`src/rtl/onehot_scan_decoder.sv`:
```
// onehot_scan_decoder: registered one-hot decoder with three behaviours.
//   DIRECT : y = 1<<sel, one cycle after sel is sampled.
//   SCAN   : walks the slots 0..N-1 continuously. Each slot is held for
//            dwell+1 cycles.
//   SWEEP  : walks the slots 0..N-1 once after a start request, then
//            pulses done for one cycle.
// y is always either all-zero or exactly one-hot.
module onehot_scan_decoder #(
  parameter int SEL_W   = 4,
  parameter int DWELL_W = 8
) (
  input  logic                    clk,
  input  logic                    rst,
  input  logic                    en,
  input  logic [1:0]              mode,
  input  logic [SEL_W-1:0]        sel,
  input  logic [DWELL_W-1:0]      dwell,
  input  logic                    start,
  output logic [(2**SEL_W)-1:0]   y,
  output logic [SEL_W-1:0]        idx,
  output logic                    busy,
  output logic                    done
);

  localparam int N = 2**SEL_W;

  typedef enum logic [1:0] {
    IDLE  = 2'd0,
    DIR   = 2'd1,
    SCAN  = 2'd2,
    SWEEP = 2'd3
  } state_t;

  state_t             state_reg, state_next;
  logic [N-1:0]       y_reg, y_next;
  logic [SEL_W-1:0]   idx_reg, idx_next;
  logic               busy_reg, busy_next;
  logic               done_reg, done_next;
  logic [DWELL_W-1:0] cnt_reg, cnt_next;
  logic [DWELL_W-1:0] shadow_reg, shadow_next;

  // Per-cycle decisions. Exactly one of these is taken on any given cycle.
  logic   slot_end;
  logic   do_idle;
  logic   do_dir;
  logic   do_enter;
  logic   do_advance;
  logic   do_finish;
  state_t enter_state;

  // Decide which transition happens this cycle, in priority order.
  always_comb begin
    do_idle     = 1'b0;
    do_dir      = 1'b0;
    do_enter    = 1'b0;
    do_advance  = 1'b0;
    do_finish   = 1'b0;
    enter_state = SCAN;
    slot_end    = (cnt_reg == shadow_reg);
    if (!en) begin
      do_idle = 1'b1;
    end else begin
      case (mode)
        2'b00: do_dir = 1'b1;
        2'b01: begin
          if (state_reg == SCAN) begin
            do_advance = 1'b1;
          end else begin
            do_enter = 1'b1;
          end
        end
        2'b10: begin
          if (state_reg == SWEEP) begin
            // The sweep finishes when the last slot's hold time has expired.
            if (slot_end && (&idx_reg)) begin
              do_finish = 1'b1;
            end else begin
              do_advance = 1'b1;
            end
          end else if ((state_reg == IDLE) && start) begin
            do_enter    = 1'b1;
            enter_state = SWEEP;
          end else begin
            do_idle = 1'b1;
          end
        end
        default: do_idle = 1'b1;
      endcase
    end
  end

  // Compute the next value of the state and of every registered output.
  always_comb begin
    state_next  = state_reg;
    y_next      = y_reg;
    idx_next    = idx_reg;
    busy_next   = busy_reg;
    done_next   = 1'b0;
    cnt_next    = cnt_reg;
    shadow_next = shadow_reg;
    if (do_idle || do_finish) begin
      state_next = IDLE;
      y_next     = '0;
      idx_next   = '0;
      busy_next  = 1'b0;
      cnt_next   = '0;
      done_next  = do_finish;
    end else if (do_dir) begin
      state_next  = DIR;
      y_next      = '0;
      y_next[sel] = 1'b1;
      idx_next    = sel;
      busy_next   = 1'b0;
      cnt_next    = '0;
    end else if (do_enter) begin
      state_next  = enter_state;
      y_next      = '0;
      y_next[0]   = 1'b1;
      idx_next    = '0;
      busy_next   = 1'b1;
      cnt_next    = '0;
      shadow_next = dwell;
    end else if (do_advance) begin
      if (slot_end) begin
        // Rotating y keeps it one-hot and in step with idx, including the
        // wrap from slot N-1 back to slot 0.
        y_next      = {y_reg[N-2:0], y_reg[N-1]};
        idx_next    = idx_reg + SEL_W'(1);
        cnt_next    = '0;
        shadow_next = dwell;
      end else begin
        cnt_next = cnt_reg + DWELL_W'(1);
      end
    end
  end

  // Register the state and all outputs; reset clears everything asynchronously.
  always_ff @(posedge clk or posedge rst) begin
    if (rst) begin
      state_reg  <= IDLE;
      y_reg      <= '0;
      idx_reg    <= '0;
      busy_reg   <= 1'b0;
      done_reg   <= 1'b0;
      cnt_reg    <= '0;
      shadow_reg <= '0;
    end else begin
      state_reg  <= state_next;
      y_reg      <= y_next;
      idx_reg    <= idx_next;
      busy_reg   <= busy_next;
      done_reg   <= done_next;
      cnt_reg    <= cnt_next;
      shadow_reg <= shadow_next;
    end
  end

  assign y    = y_reg;
  assign idx  = idx_reg;
  assign busy = busy_reg;
  assign done = done_reg;

endmodule

```
`config.mk`:
```
export PLATFORM = sky130hd
export DESIGN_NAME = onehot_scan_decoder
export DESIGN_NICKNAME = d
export VERILOG_FILES = /design/src/rtl/onehot_scan_decoder.sv
export SDC_FILE = /design/constraint.sdc
export NUM_CORES = 1
export LEC_CHECK = 0
export ABC_AREA = 1
export ABC_CLOCK_PERIOD_IN_PS = 1750
export CAP_MARGIN = 25
export CORE_ASPECT_RATIO = 2
export CORE_UTILIZATION = 40
export DETAILED_ROUTE_END_ITERATION = 10
export DONT_BUFFER_PORTS = 1
export GPL_TIMING_DRIVEN = 0
export PLACE_DENSITY = 0.58
export SLEW_MARGIN = 25
export SYNTH_ARGS = -nofsm -noshare
export SYNTH_HDL_FRONTEND = slang
export SYNTH_SLANG_ARGS = --single-unit
```
`constraint.sdc`:
```
create_clock -name clk -period 1.75 [get_ports clk]
set_clock_uncertainty 0.15 [all_clocks]
set_input_delay 0.35 -clock clk [delete_from_list [all_inputs] [get_ports clk]]
set_output_delay 0.35 -clock clk [all_outputs]
set_load 0.01 [all_outputs]
```
==> metrics.txt <==
routability congestion estimate=~0.95; largest net degree at the start of global routing=29; max FFs per register=16; post-DR vias/cell=5.22; area share of the leading cell type in the synthesized netlist=around 36%; worst slew pin tran=between 0.5 and 0.6 ns; IO Pins=40; full die area=about 7100 um2; GRT Util Overall=between 20% and 30%; Worst Path Required=1.78 ns; Worst VDD drop=between 0.6 and 0.7 mV; Routed Antenna Nets=0; H-tree levels=2; reg-to-reg slack, setup=-0.20 ns; CTS tree=done; Post-Synthesis Cells=360; vias in the first global route=about 2500; largest area contributor in the netlist=dfrtp_1; Mapped Area=around 2700 um2; latest clock arrival within the worst-skew pair=0.29 ns; TritonCTS Buffers=5; register area share after synthesis=36.2%; Yosys Warn Count=0; port bufs=0; switching power as a share of total power=about 25%; fin worst setup slack=-0.202 ns; drt drc=0; status=finished, violations left; power share of the clock group=between 40% and 50%; share of cells above drive strength 1=28.5%; Core Area=~6600 um2; Syn Nets=roughly 380; sequential share of power=about 41%; Slew Limit Fails=0; synthesized area per cell=between 7 and 8 um2; total net switching power=between 500 and 600 uW; row cnt=42; DP HPWL=around 5500 um; Clock Tree Root=clkbuf_16; clk buf depth=2; combinational power share=~13%; Pleak=around 1.6 nW; hold crit path type=input pin to register; Tmin final=just under 2 ns; critical path arrival=1.98 ns; relative slew slack=between 60% and 70%; Post-Place Cells=449; total of fill cells in the finished design=about 680; router iterations before antenna repair=4; first-pass GRT wire length=approximately 12000 um; Ant. Diodes=0; drt wl/cell=about 16 um; Cell Pwr Density=approximately 700 nW/um2; CTS Sinks=39; GR Overflow Total=0; final hold vios=0; Worst-path clk slew=~0.06 ns; Initial Utilization=41.0%; CP Capture Type=register; area grow syn2layout=24.7%; WS Path Type=register to register; unrepaired setup endpoints after global routing=yes; top post-synthesis cells by area=dfrtp_1 (36%), nand2_1 (14%), nand3_2 (8.2%); max cap viols=0; Startpoint Class=register; via count=between 2000 and 2500; Tot Pwr=around 2.3 mW; nets=about 400; Yosys cell types=31; Yosys reg bits=39; crit share post-route=112%; fmax=512 MHz; initial antenna violation count=0; Pint=around 1.7 mW; Finished Layout Cells=between 400 and 500; Die W=around 60 um; final setup fails=38; WL final=roughly 7500 um; Die Y=about 120 um; total negative slack=-6.38 ns; DR iter-0 viols=140; critical-path maximum fanout=10; failing checks=setup timing
[cells by family after synthesis]
family          share of synthesized area [%]
compound gates                           9.33
flops                                    36.2
xor+xnor                                 3.53
fa+ha+maj                                2.32
simple gates                             38.5
buf+inv                                  10.1
[power groups by stage]
stage                     clock network [mW]  logic, mW  registers [mW]
after floorplan                            0      0.193           0.960
after global placement                     0      0.245           0.964
after detailed placement                   0      0.253           0.965
after CTS                               1.12      0.292           0.950
after global routing                    1.15      0.335           0.952
final                                   1.09      0.302           0.950
[final cells by class]
cell class	instances	area [um2]	area share, %
Clock inverter	2	35.0	1.04
Multi-Input combinational cell	268	1630	48.4
Inverter	35	136	4.06
Buffer	18	200	5.95
Timing Repair Buffer	15	131	3.91
Tap cell	88	110	3.28
Clock buffer	6	139	4.13
Sequential cell	39	982	29.2
[cell usage after synthesis, drive strengths merged]
master / instances
a21boi: 1
xor2: 6
nor2: 46
buf: 12
nand3: 46
a21oi: 11
nor3: 5
a31oi: 13
xnor2: 4
a22oi: 1
dfrtp: 39
nand2: 108
o21ai: 5
inv: 35
ha: 5
nand3b: 1
nand4: 8
o21bai: 8
clkbuf: 6
[per-layer routing]
metal	track usage [%]	vias to the layer above	share of wire, %
met5	0	-	0
met4	13.4	0	4.1
met3	4.51	20	3.9
met2	43.5	66	59
met1	21.9	1165	33
li1	-	1207	-
[critical path, stage by stage (launching register included)]
cell     delay [ns]
dfrtp_1        0.37
buf_6          0.13
xnor2_2        0.13
nand2_1        0.10
nor2_4         0.13
nand4_1        0.23
nand3_2        0.21
inv_4          0.08
buf_8          0.15
nand3_1        0.09
nand2_1        0.06
[per-stage QoR]
stage / utilization [%] / cell area [um2] / hold slack (ns) / worst slack, ns
6_report: 51.2 / 3360 / 0.0332 / -0.202
3_3_place_gp: 43.9 / 2880 / 0.348 / -0.348
5_1_grt: 51.2 / 3360 / 0.0423 / -0.314
4_1_cts: 50.1 / 3290 / 0.0332 / -0.143
3_5_place_dp: 44.2 / 2900 / 0.0498 / -0.386
2_1_floorplan: - / 2770 / 0.345 / -0.00382
[cells in the final DEF (no fill, tap or decap), drive strengths merged]
master,instances
a22oi,1
a31oi,13
xnor2,4
o21bai,8
xor2,6
nor3,5
dfrtp,39
nand3,46
nand4,8
a21oi,11
nand2,108
o21ai,5
bufinv,1
inv,35
clkbuf,12
ha,5
dlygate4sd3,1
nor2,46
a21boi,1
nand3b,1
clkinv,1
buf,26
[worst paths after layout]
| path | start | end | cells after the start |
|---|---|---|---|
| max in group asynchronous | rst | busy | 3 |
| worst min-delay path | dwell[0] | shadow_reg[0] | 2 |
| worst max register to register | cnt_reg[3] | cnt_reg[1] | 10 |
| min in group asynchronous | rst | y[15] | 2 |
| worst max-delay path | cnt_reg[3] | cnt_reg[1] | 10 |
| worst min register to register | cnt_reg[0] | cnt_reg[0] | 2 |
[what timing repair did]
action / 4_1_cts / 5_1_grt
setup buffers: 7 / 3
gates cloned: 2 / 1
hold endpoints to repair: 11 / 0
hold buffers: 1 / 0
resized for setup: 41 / 15
pin swaps: 19 / 17
endpoints found under the setup margin: 38 / 38
Power figures use the tool's default switching activity.
